[config.mk]
export PLATFORM = sky130hd
export DESIGN_NAME = jtag_host_flat
export DESIGN_NICKNAME = d
export VERILOG_FILES = /design/src/rtl/jtag_pkg.sv /design/src/rtl/jtag_host_if.sv /design/src/rtl/jtag_tck_gen.sv /design/src/rtl/jtag_host.sv /design/src/flat_wrapper.sv
export SDC_FILE = /design/constraint.sdc
export NUM_CORES = 1
export LEC_CHECK = 0
export CAP_MARGIN = 5
export CORE_ASPECT_RATIO = 1.5
export CORE_MARGIN = 2
export CORE_UTILIZATION = 40
export DETAILED_ROUTE_END_ITERATION = 16
export PLACE_DENSITY = 0.62
export SLEW_MARGIN = 30
export SYNTH_ARGS = -nofsm -noshare
export SYNTH_HDL_FRONTEND = slang
export SYNTH_HIERARCHICAL = 1
export SYNTH_SLANG_ARGS = --single-unit
[constraint.sdc]
create_clock -name clk -period 4.5 [get_ports clk]
set_clock_uncertainty 0.05 [all_clocks]
set_input_delay 0.9 -clock clk [delete_from_list [all_inputs] [get_ports clk]]
set_output_delay 0.9 -clock clk [all_outputs]
set_load 0.005 [all_outputs]
[src/rtl/jtag_pkg.sv]
// jtag_pkg: definitions shared by the JTAG host and the on-chip TAP.
//   - tap_state_e : IEEE 1149.1 TAP controller state encodings
//   - IR_*        : instruction register opcodes
//   - IDCODE      : device identification word returned by the TAP
//   - cmd_op_e    : host command opcodes
//   - ctl_state_e : host controller states
//   - TMS_*       : TMS preamble patterns, LSB is the first TCK slot
//   - eff_len()   : clamps a requested scan length into 1..max_len
package jtag_pkg;

    typedef enum logic [3:0] {
        TAP_EX2_DR   = 4'h0,
        TAP_EX1_DR   = 4'h1,
        TAP_SH_DR    = 4'h2,
        TAP_PAUSE_DR = 4'h3,
        TAP_SEL_IR   = 4'h4,
        TAP_UP_DR    = 4'h5,
        TAP_CAP_DR   = 4'h6,
        TAP_SEL_DR   = 4'h7,
        TAP_EX2_IR   = 4'h8,
        TAP_EX1_IR   = 4'h9,
        TAP_SH_IR    = 4'hA,
        TAP_PAUSE_IR = 4'hB,
        TAP_RTI      = 4'hC,
        TAP_UP_IR    = 4'hD,
        TAP_CAP_IR   = 4'hE,
        TAP_TLR      = 4'hF
    } tap_state_e;

    localparam logic [3:0]  IR_ABORT  = 4'b1000;
    localparam logic [3:0]  IR_IDCODE = 4'b1110;
    localparam logic [3:0]  IR_BYPASS = 4'b1111;
    localparam logic [31:0] IDCODE    = 32'h000F_AF01;

    typedef enum logic [1:0] {
        OP_RESET   = 2'd0,
        OP_IR_SCAN = 2'd1,
        OP_DR_SCAN = 2'd2,
        OP_IDLE    = 2'd3
    } cmd_op_e;

    typedef enum logic [2:0] {
        CTL_IDLE,
        CTL_PRE,
        CTL_SHIFT,
        CTL_POST,
        CTL_RESP,
        CTL_TRST
    } ctl_state_e;

    // Preamble buffer holds reset (6 slots) plus the IR walk (4 slots).
    localparam int unsigned PRE_W      = 10;
    localparam logic [5:0]  TMS_RESET  = 6'b011111; // 1,1,1,1,1,0
    localparam logic [3:0]  TMS_IR_PRE = 4'b0011;   // 1,1,0,0
    localparam logic [2:0]  TMS_DR_PRE = 3'b001;    // 1,0,0

    function automatic int unsigned eff_len(input logic [5:0] len, input int unsigned max_len);
        if (len == 6'd0) return 1;
        if (32'(len) > max_len) return max_len;
        return 32'(len);
    endfunction

endpackage

[src/rtl/jtag_host_if.sv]
// jtag_host_if: command/response port of the JTAG host.
//   cmd_valid/cmd_ready : command handshake
//   cmd_op/len/data     : operation, bit or TCK count, TDI bits (LSB first)
//   rsp_valid/rsp_ready : response handshake
//   rsp_data            : captured TDO bits
// master = command issuer, slave = jtag_host.
interface jtag_host_if #(parameter int unsigned MAX_LEN = 32);
    logic               cmd_valid;
    logic               cmd_ready;
    logic [1:0]         cmd_op;
    logic [5:0]         cmd_len;
    logic [MAX_LEN-1:0] cmd_data;
    logic               rsp_valid;
    logic               rsp_ready;
    logic [MAX_LEN-1:0] rsp_data;

    modport master (
        output cmd_valid, cmd_op, cmd_len, cmd_data, rsp_ready,
        input  cmd_ready, rsp_valid, rsp_data
    );

    modport slave (
        input  cmd_valid, cmd_op, cmd_len, cmd_data, rsp_ready,
        output cmd_ready, rsp_valid, rsp_data
    );
endinterface

[src/rtl/jtag_tck_gen.sv]
// jtag_tck_gen: TCK generator. While i_en is high, o_tck toggles every
// CLK_DIV clk cycles, starting low. o_rise_tick / o_fall_tick are high in
// the cycle whose closing clk edge makes o_tck rise / fall, so the
// controller acts on the same edge as the pin changes.
// Ports: clk, rst_n (sync, active-low), i_en, o_tck, o_rise_tick, o_fall_tick.
module jtag_tck_gen #(
    parameter int unsigned CLK_DIV = 4
) (
    input  logic clk,
    input  logic rst_n,
    input  logic i_en,
    output logic o_tck,
    output logic o_rise_tick,
    output logic o_fall_tick
);
    localparam int unsigned   CW      = (CLK_DIV > 1) ? $clog2(CLK_DIV) : 1;
    localparam logic [CW-1:0] CNT_MAX = CW'(CLK_DIV - 1);

    logic [CW-1:0] r_cnt;
    logic          r_tck;
    logic          w_wrap;

    assign w_wrap      = i_en && (r_cnt == CNT_MAX);
    assign o_rise_tick = w_wrap && !r_tck;
    assign o_fall_tick = w_wrap && r_tck;
    assign o_tck       = r_tck;

    always_ff @(posedge clk) begin
        if (!rst_n || !i_en) begin
            r_cnt <= '0;
            r_tck <= 1'b0;
        end else if (w_wrap) begin
            r_cnt <= '0;
            r_tck <= ~r_tck;
        end else begin
            r_cnt <= r_cnt + 1'b1;
        end
    end
endmodule

[src/rtl/jtag_host.sv]
// jtag_host: JTAG initiator. Takes RESET / IR_SCAN / DR_SCAN / IDLE commands,
// walks the TAP with the matching TMS sequences and returns captured TDO.
// Ports: clk, rst_n (sync, active-low), bus (jtag_host_if.slave),
//        tck_out, tms_out, tdi_out, tdo_in, tap_synced,
//        trst_n_out (only when JTAG_HOST_TRST_EN is defined).
// Optional feature macro: JTAG_HOST_TRST_EN.
module jtag_host
    import jtag_pkg::*;
#(
    parameter int unsigned CLK_DIV = 4,
    parameter int unsigned MAX_LEN = 32
) (
    input  logic       clk,
    input  logic       rst_n,
    jtag_host_if.slave bus,
    output logic       tck_out,
    output logic       tms_out,
    output logic       tdi_out,
    input  logic       tdo_in,
    output logic       tap_synced
`ifdef JTAG_HOST_TRST_EN
    ,
    output logic       trst_n_out
`endif
);
    localparam int unsigned LW = $clog2(MAX_LEN + 1);
    localparam int unsigned BW = (MAX_LEN > 1) ? $clog2(MAX_LEN) : 1;

    ctl_state_e         r_state, n_state;
    cmd_op_e            r_op, n_op;
    logic [LW-1:0]      r_len, n_len;
    logic [MAX_LEN-1:0] r_data, n_data, r_cap, n_cap, r_rsp_data, n_rsp_data;
    logic [PRE_W-1:0]   r_pre, n_pre;
    logic [3:0]         r_pn, n_pn, r_idx, n_idx;
    logic [BW-1:0]      r_bit, n_bit;
    logic               r_post, n_post;
    logic               r_tms, n_tms, r_tdi, n_tdi;
    logic               r_rsp_valid, n_rsp_valid, r_synced, n_synced, r_rdy_en;

    logic               w_en, w_tck, w_rise, w_fall, w_accept, w_scan, w_last_bit, w_done;
    cmd_op_e            w_op;
    logic [PRE_W-1:0]   w_pre;
    logic [3:0]         w_pn;

`ifdef JTAG_HOST_TRST_EN
    localparam int unsigned    TCW      = $clog2(4 * CLK_DIV);
    localparam logic [TCW-1:0] TRST_MAX = TCW'(4 * CLK_DIV - 1);
    logic           r_trst, n_trst;
    logic [TCW-1:0] r_tcnt, n_tcnt;
    assign trst_n_out = r_trst;
`endif

    assign w_en          = (r_state == CTL_PRE) || (r_state == CTL_SHIFT) || (r_state == CTL_POST);
    assign bus.cmd_ready = (r_state == CTL_IDLE) && !r_rsp_valid && r_rdy_en;
    assign w_accept      = bus.cmd_valid && bus.cmd_ready;
    assign w_op          = cmd_op_e'(bus.cmd_op);
    assign w_scan        = (r_op == OP_IR_SCAN) || (r_op == OP_DR_SCAN);
    assign w_last_bit    = (LW'(r_bit) == r_len - LW'(1));

    jtag_tck_gen #(.CLK_DIV(CLK_DIV)) u_tck_gen (
        .clk        (clk),
        .rst_n      (rst_n),
        .i_en       (w_en),
        .o_tck      (w_tck),
        .o_rise_tick(w_rise),
        .o_fall_tick(w_fall)
    );

    // The whole TMS preamble (reset prefix + Select/Capture walk) is built at
    // accept time into one slot vector so PRE is a single indexed phase.
    always_comb begin
        w_pre = '0;
        w_pn  = 4'd0;
        if (w_op == OP_RESET || !r_synced) begin
            w_pre[5:0] = TMS_RESET;
            w_pn       = 4'd6;
        end
        if (w_op == OP_IR_SCAN) begin
            w_pre = w_pre | (PRE_W'(TMS_IR_PRE) << w_pn);
            w_pn  = w_pn + 4'd4;
        end else if (w_op == OP_DR_SCAN) begin
            w_pre = w_pre | (PRE_W'(TMS_DR_PRE) << w_pn);
            w_pn  = w_pn + 4'd3;
        end
    end

    // Next-state logic. TMS/TDI for a slot are registered on the edge that
    // starts it (accept edge or the previous TCK fall).
    always_comb begin
        n_state     = r_state;
        n_op        = r_op;
        n_len       = r_len;
        n_data      = r_data;
        n_cap       = r_cap;
        n_pre       = r_pre;
        n_pn        = r_pn;
        n_idx       = r_idx;
        n_bit       = r_bit;
        n_post      = r_post;
        n_tms       = r_tms;
        n_tdi       = r_tdi;
        n_rsp_valid = r_rsp_valid;
        n_rsp_data  = r_rsp_data;
        n_synced    = r_synced;
        w_done      = 1'b0;
`ifdef JTAG_HOST_TRST_EN
        n_trst      = 1'b1;
        n_tcnt      = r_tcnt;
`endif
        case (r_state)
            CTL_IDLE: begin
                if (w_accept) begin
                    n_op   = w_op;
                    n_len  = LW'(eff_len(bus.cmd_len, MAX_LEN));
                    n_data = bus.cmd_data;
                    n_cap  = '0;
                    n_pre  = w_pre;
                    n_pn   = w_pn;
                    n_idx  = 4'd0;
                    n_bit  = '0;
                    n_post = 1'b0;
                    n_tdi  = 1'b0;
                    if (w_pn != 4'd0) begin
                        n_state = CTL_PRE;
                        n_tms   = w_pre[0];
                    end else begin
                        n_state = CTL_SHIFT;
                        n_tms   = 1'b0;
                    end
`ifdef JTAG_HOST_TRST_EN
                    if (w_op == OP_RESET) begin
                        n_state = CTL_TRST;
                        n_tcnt  = '0;
                        n_trst  = 1'b0;
                        n_tms   = 1'b1;
                    end
`endif
                end
            end
`ifdef JTAG_HOST_TRST_EN
            CTL_TRST: begin
                if (r_tcnt == TRST_MAX) begin
                    n_state = CTL_PRE;
                    n_tms   = r_pre[0];
                end else begin
                    n_trst = 1'b0;
                    n_tcnt = r_tcnt + 1'b1;
                end
            end
`endif
            CTL_PRE: begin
                if (w_fall) begin
                    if (r_idx == r_pn - 4'd1) begin
                        if (r_op == OP_RESET) begin
                            w_done = 1'b1;
                        end else begin
                            n_state = CTL_SHIFT;
                            n_tms   = w_scan && (r_len == LW'(1));
                            n_tdi   = w_scan && r_data[0];
                        end
                    end else begin
                        n_idx = r_idx + 4'd1;
                        n_tms = r_pre[r_idx + 4'd1];
                    end
                end
            end
            CTL_SHIFT: begin
                if (w_rise && w_scan) n_cap[r_bit] = tdo_in;
                if (w_fall) begin
                    if (w_last_bit) begin
                        if (w_scan) begin
                            n_state = CTL_POST;
                            n_tms   = 1'b1;
                            n_tdi   = 1'b0;
                        end else begin
                            w_done = 1'b1;
                        end
                    end else begin
                        n_bit = r_bit + 1'b1;
                        n_tms = w_scan && (LW'(r_bit) + LW'(2) == r_len);
                        n_tdi = w_scan && r_data[r_bit + 1'b1];
                    end
                end
            end
            CTL_POST: begin
                if (w_fall) begin
                    if (!r_post) begin
                        n_post = 1'b1;
                        n_tms  = 1'b0;
                    end else begin
                        w_done = 1'b1;
                    end
                end
            end
            CTL_RESP: begin
                if (bus.rsp_ready) begin
                    n_rsp_valid = 1'b0;
                    n_state     = CTL_IDLE;
                end
            end
            default: n_state = CTL_IDLE;
        endcase

        if (w_done) begin
            n_state     = CTL_RESP;
            n_rsp_valid = 1'b1;
            n_rsp_data  = w_scan ? r_cap : '0;
            n_synced    = 1'b1;
            n_tms       = 1'b0;
            n_tdi       = 1'b0;
        end
    end

    always_ff @(posedge clk) begin
        if (!rst_n) begin
            r_state     <= CTL_IDLE;
            r_op        <= OP_RESET;
            r_len       <= '0;
            r_data      <= '0;
            r_cap       <= '0;
            r_pre       <= '0;
            r_pn        <= '0;
            r_idx       <= '0;
            r_bit       <= '0;
            r_post      <= 1'b0;
            r_tms       <= 1'b1;
            r_tdi       <= 1'b0;
            r_rsp_valid <= 1'b0;
            r_rsp_data  <= '0;
            r_synced    <= 1'b0;
            r_rdy_en    <= 1'b0;
`ifdef JTAG_HOST_TRST_EN
            r_trst      <= 1'b0;
            r_tcnt      <= '0;
`endif
        end else begin
            r_state     <= n_state;
            r_op        <= n_op;
            r_len       <= n_len;
            r_data      <= n_data;
            r_cap       <= n_cap;
            r_pre       <= n_pre;
            r_pn        <= n_pn;
            r_idx       <= n_idx;
            r_bit       <= n_bit;
            r_post      <= n_post;
            r_tms       <= n_tms;
            r_tdi       <= n_tdi;
            r_rsp_valid <= n_rsp_valid;
            r_rsp_data  <= n_rsp_data;
            r_synced    <= n_synced;
            r_rdy_en    <= 1'b1;
`ifdef JTAG_HOST_TRST_EN
            r_trst      <= n_trst;
            r_tcnt      <= n_tcnt;
`endif
        end
    end

    assign tck_out       = w_tck;
    assign tms_out       = r_tms;
    assign tdi_out       = r_tdi;
    assign tap_synced    = r_synced;
    assign bus.rsp_valid = r_rsp_valid;
    assign bus.rsp_data  = r_rsp_data;
endmodule

[src/flat_wrapper.sv]
// flat-port wrapper written by rule: the top's interface ports become plain ports
module jtag_host_flat import jtag_pkg::*;
#(
    parameter int unsigned CLK_DIV = 4,
    parameter int unsigned MAX_LEN = 32
)
  (clk, rst_n, tck_out, tms_out, tdi_out, tdo_in, tap_synced, bus_cmd_valid, bus_cmd_op, bus_cmd_len, bus_cmd_data, bus_rsp_ready, bus_cmd_ready, bus_rsp_valid, bus_rsp_data);
  jtag_host_if #(.MAX_LEN(MAX_LEN)) bus_i ();
  input  logic clk;
  input  logic rst_n;
  output logic tck_out;
  output logic tms_out;
  output logic tdi_out;
  input  logic tdo_in;
  output logic tap_synced;
  input wire logic [$bits(bus_i.cmd_valid)-1:0] bus_cmd_valid;
  input wire logic [$bits(bus_i.cmd_op)-1:0] bus_cmd_op;
  input wire logic [$bits(bus_i.cmd_len)-1:0] bus_cmd_len;
  input wire logic [$bits(bus_i.cmd_data)-1:0] bus_cmd_data;
  input wire logic [$bits(bus_i.rsp_ready)-1:0] bus_rsp_ready;
  output wire logic [$bits(bus_i.cmd_ready)-1:0] bus_cmd_ready;
  output wire logic [$bits(bus_i.rsp_valid)-1:0] bus_rsp_valid;
  output wire logic [$bits(bus_i.rsp_data)-1:0] bus_rsp_data;
  assign bus_i.cmd_valid = bus_cmd_valid;
  assign bus_i.cmd_op = bus_cmd_op;
  assign bus_i.cmd_len = bus_cmd_len;
  assign bus_i.cmd_data = bus_cmd_data;
  assign bus_i.rsp_ready = bus_rsp_ready;
  assign bus_cmd_ready = bus_i.cmd_ready;
  assign bus_rsp_valid = bus_i.rsp_valid;
  assign bus_rsp_data = bus_i.rsp_data;
  jtag_host #(.CLK_DIV(CLK_DIV), .MAX_LEN(MAX_LEN)) u_core (.clk(clk), .rst_n(rst_n), .bus(bus_i), .tck_out(tck_out), .tms_out(tms_out), .tdi_out(tdi_out), .tdo_in(tdo_in), .tap_synced(tap_synced));
endmodule
Word-level counts from Yosys, hierarchy flattened
Cells that the tools add are included.

cells by class
  $add $sub $neg = 8
  magnitude comparators = 5
  eq/ne operators = 39
  shifts and indexed selects = 2
  muxes and demuxes = 82
  bitwise operators = 5
  reduce and logical (&&, ||, !) cells = 46

operators by type and width
  cell                                                                          number
  32-bit two-way mux                                                            3
  32-bit one-hot mux with 2 select lines                                        1
  1-bit two-way mux                                                             42
  32-bit bitwise mux                                                            1
  3-bit two-way mux                                                             10
  3-bit by 2-bit != test with 1-bit output, second input constant               7
  10-bit two-way mux                                                            2
  4-bit two-way mux                                                             5
  5-bit two-way mux                                                             4
  5-bit by 10-bit OR with 10-bit output                                         2
  6-bit two-way mux                                                             3
  2-bit != test, second input constant                                          9
  9-bit AND reduction                                                           2
  3-bit one-hot mux with 5 select lines                                         1
  1-bit logical AND                                                             12
  5-bit by 6-bit less-than comparator with 1-bit output, second input constant  2
  5-bit one-hot mux with 2 select lines                                         1
  2-bit nonzero test                                                            5
  1-bit by 3-bit << shifter with 10-bit output, first input constant            1
  2-bit by 3-bit << shifter with 10-bit output, first input constant            1
  3-bit by 1-bit != test with 1-bit output, second input constant               3
  2-bit by 1-bit != test with 1-bit output, second input constant               4
  4-bit by 3-bit != test with 1-bit output, second input constant               2
  4-bit one-hot mux with 2 select lines                                         1
  other kinds (43)                                                              63

word-level totals
  register bits = 139
  input bits = 45

Logic depth before layout (Yosys ltp)
  depth in word-level cells = 11
  depth in mapped cells = 12

By module
Netlist, hierarchy kept.

modules (own cells, without submodules)
  module        instances  cells an instance  area an instance (um2)  seq. area each (um2)
  jtag_host     1          725                6293.5                  2602.5
  jtag_tck_gen  1          12                 116.4                   60.1

Least setup slack after synthesis
OpenSTA, ideal clock, no wires.

  kind = register -> register
  from = register u_core.r_bit[0]
  to = register u_core.r_tdi (netlist: u_core/tdi_out)
  library setup time = 0.119 ns
  arrival = 2.861 ns
  required time = 4.331 ns
  setup slack = 1.471 ns
  stages on the path, launching flop included = 10
  buffers on the path = 2
  clock period less this slack = 3.029 ns
  cell sequence = dfxtp_1 buf_1 inv_1 ha_1 clkbuf_1 mux4_2 mux2_2 o31ai_1 nor4_1 o221a_2

on the way
  word-level cells in the longest chain between the ends = 7

ends and longest elaborated chain
  item                                       line              text
  start, declared                            jtag_host.sv:35   logic [BW-1:0] r_bit, n_bit;
  start signal, assigned                     jtag_host.sv:245  r_bit <= n_bit;
  5-bit by 1-bit adder with 5-bit output     jtag_host.sv:181  n_tdi = w_scan && r_data[r_bit + 1'b1];
  1-bit binary-select mux with 5-bit select  jtag_host.sv:181
  1-bit two-way mux (not written as such)    jtag_host.sv:181
  1-bit logical AND                          jtag_host.sv:181
  1-bit two-way mux                          jtag_host.sv:170  if (w_last_bit) begin
  1-bit two-way mux                          jtag_host.sv:169  if (w_fall) begin
  1-bit one-hot mux with 3 select lines      jtag_host.sv:110  case (r_state)
  end signal, assigned                       jtag_host.sv:248  r_tdi <= n_tdi;
  end, declared                              jtag_host.sv:37   logic r_tms, n_tms, r_tdi, n_tdi;

Several ways; a longest one is shown, not always the timed one. The select of a mux whose other input is x is not followed.
A chain may end at the register's enable or synchronous reset.

Worst setup path in the final report
Same ends and word-level chain as after synthesis.

==> flow_summary.yaml <==
global_routing:
  grt_pass1_vias: 5093
  grt_usage_pct: 17.2
  overflow: 0
  antenna_found_initial: 0
  grt_max_degree: 55
  grt_first_pass_wirelength_um: 24200
sta:
  finalSetupViolations: 0
  setup_tns_ns: 0
  period_needed_ns: 3.27
  drv_slew: 0
  min_period_over_period_pct: 72.7
  max_freq_ghz: 0.306
  whs_ns: 0.384
  tightestPinTransition_ns: 0.867
  hold_viol_final: 0
  rsz0062_at_grt: "false"
  max_slew_margin_pct: 42.1
final_layout:
  mostFrequentLayoutCells: "nand2_1, dfxtp_1, clkdlybuf4s50_1, a21boi_0, o21ai_0"
  area_growth_pct: 21.1
  fillers: 1484
  final_common_cell: "nand2_1"
  antenna-diode-count: 0
  drive_above_1_share_pct: 7.89
  nNetsFinal: 843
setup_path:
  critPathCaptureType: "register"
  critPathMaxFanout: 14
  timing.rr.start: "u_core/r_bit[0]"
  critPathLaunch: "u_core/r_bit[0]"
  r2r_slack_ns: 1.23
  r2r_end: "u_core/tdi_out"
  critical_path.max_stage_delay_ns: 0.78
  worstPathArrival_ns: 3.53
  crit_chain: "inv_1 -> ha_1 -> mux4_2 -> mux2_2 -> a211oi_1 -> nor4_1 -> o221a_2"
  slowest_stage: "dfxtp_1"
  criticalPathCategory: "reg -> reg"
  reg2regPathDepth: 7
  cp.required_ns: 4.76
  startpoint_type: "register"
logic_synthesis:
  synth_top_cells_by_area: "dfxtp_1, a21boi_0, nand2_1, a22o_1, o21ai_0"
  syn_area_um2: 6410
  synthXorXnorAreaFrac_pct: 3.71
  synth.yosys.seq_area_share_pct: 41.5
  synth_top_area_cell: "dfxtp_1"
  syn_inst: 737
  synth_edf_count: 0
  synth_nets: 795
  synth_ff_type: "dfxtp_1"
  synthSimpleGateAreaFrac_pct: 18.2
  synth.top_cell.area_share_pct: 41.5
  synth_compound_area_share_pct: 24.0
  netlist-cell-type-count: 62
  ys_warn_count: 6
  async_reset_ff_share_pct: 0
  synth.avg_cell_area_um2: 8.70
  ys_seq_elements: 133
  synthMuxAreaShare_pct: 3.94
  synth_top_family_by_area: "compound AO/OA/AOI/OAI gates"
  synthAdderAreaFrac_pct: 2.54
floorplanning:
  die_y_um: 159
  die_area_um2: 17100
  start_util_pct: 40.8
  fp.dieW_um: 107
  ios: 83
  rows: 56
  core-area_um2: 15700
detailed_routing:
  drt-initial-drc-count: 312
  drc_errors: 0
  vias_per_cell: 5.39
  via_count: 5393
  wl_per_cell_um: 14.7
  antenna_left: 0
  dr.pass1.iters: 5
  drt-total-wl_um: 14700
hold_path:
  hold_path_end: "u_core/u_tck_gen/r_cnt[0]"
  hold_path_startpoint: "u_core/u_tck_gen/r_cnt[0]"
  min_path_type: "reg -> reg"
  holdPathStages: 1
cts:
  path_clk_slew_ns: 0.06
  cts_buffer_depth: 2
  post-cts-setup-buffer-count: 0
  ctsResizeCount: 0
  htree_levels: 4
  clock_latency_ns: 0.42
  postCtsHoldBufs: 0
  clock-sinks: 133
  cts_buffers: 17
  root_buffer: "clkbuf_16"
  cts_tree: "yes"
run:
  max_cap_viol_count: 0
pwr:
  ir_drop_mv: 0.183
  power_density_nw_per_um2: 355
  cellLeakagePower_nw: 2.79
place:
  hpwl_um: 10400
  gp_congestion: 0.853
  io_buffer_count: 82
run_status:
  status: "completed"
-- sequential cells by signal, summed over array words and instances (netlist names), 2 cells and up --
name,flops
u_core/bus.rsp_data,32
u_core/r_cap,32
u_core/r_data,32
u_core/r_len,6
u_core/r_bit,5
u_core/r_idx,4
u_core/r_pn,4
u_core/r_pre,4
u_core/r_state,3
u_core/r_op,2
u_core/u_tck_gen/r_cnt,2
-- worst max path at each step --
stage | slack [ns] | to
2_1_floorplan | 1.47 | u_core/tdi_out
3_3_place_gp | 1.16 | u_core/tdi_out
3_5_place_dp | 1.15 | u_core/tdi_out
4_1_cts | 1.12 | u_core/tdi_out
5_1_grt | 0.99 | u_core/tdi_out
6_report | 1.23 | u_core/tdi_out
-- Yosys cell counts, types with 5 or more instances --
library cell	number
buf_1	8
nor3b_1	5
ha_1	13
nand4_1	7
xor2_1	9
o22ai_1	5
nor2_1	27
inv_1	14
mux4_2	8
nand3_1	18
mux2i_1	5
a22o_1	32
o21ai_0	53
nand3b_1	7
a21oi_1	35
and2_1	9
dfxtp_1	133
nand2_1	141
a21boi_0	71
clkbuf_1	36
nor3_1	9
nand2b_1	7
xnor2_1	15
-- kinds of logic (layout without fill, tap and decap cells) --
logic type,Yosys count,in the layout
adders and majority gates,13,13
buffers and inverters,73,134
and+or+nand+nor,252,252
DFF,133,133
xor gates and xnor gates,25,25
AOI/OAI and AO/OA,226,226
muxes,15,15
-- metal layers --
layer	wire length, µm	vias to the layer above	global-route usage (%)
met2	7530	170	29.5
met1	6220	2530	21.2
met5	0	-	0
met4	248	0	6.64
met3	701	18	3.32
li1	-	2675	-
-- final cells by class --
class                      count  area [µm²]  area share [%]
multi-input combinational    531        3370            43.4
tap                          203         254            3.27
sequential                   133        2660            34.3
clock inverter                15         135            1.74
timing repair buffer          88         861            11.1
clock buffer                  17         425            5.48
inverter                      14        52.6           0.677
-- critical path, delay by kind of cell (launching register included) --
| kind | cells | cell delay [ns] |
|---|---|---|
| DFF | 1 | 0.78 |
| buffers and inverters | 1 | 0.19 |
| AOI/OAI and AO/OA | 2 | 0.49 |
| muxes | 2 | 0.88 |
| adders and majority gates | 1 | 0.67 |
| and+or+nand+nor | 1 | 0.12 |
-- metrics by stage --
stage	cells	cell area [µm²]	total power, mW	setup WS [ns]	utilization [%]
after global placement	969	7200	1.48	1.16	45.9
final	1001	7760	2.76	1.23	49.4
after global routing	1001	7760	2.87	0.988	49.4
after floorplan	737	6410	1.41	1.47	-
after CTS	1001	7760	2.79	1.12	49.4
after detailed placement	969	7200	1.48	1.15	45.9
-- report_power, final --
| part | internal [mW] | switching, mW | total [mW] |
|---|---|---|---|
| Sequential | 1.21 | 0.0226 | 1.23 |
| Clock | 0.729 | 0.573 | 1.30 |
| Combinational | 0.109 | 0.117 | 0.226 |
| Total | 2.04 | 0.712 | 2.76 |
No activity file was read; power rests on OpenSTA's default activity.
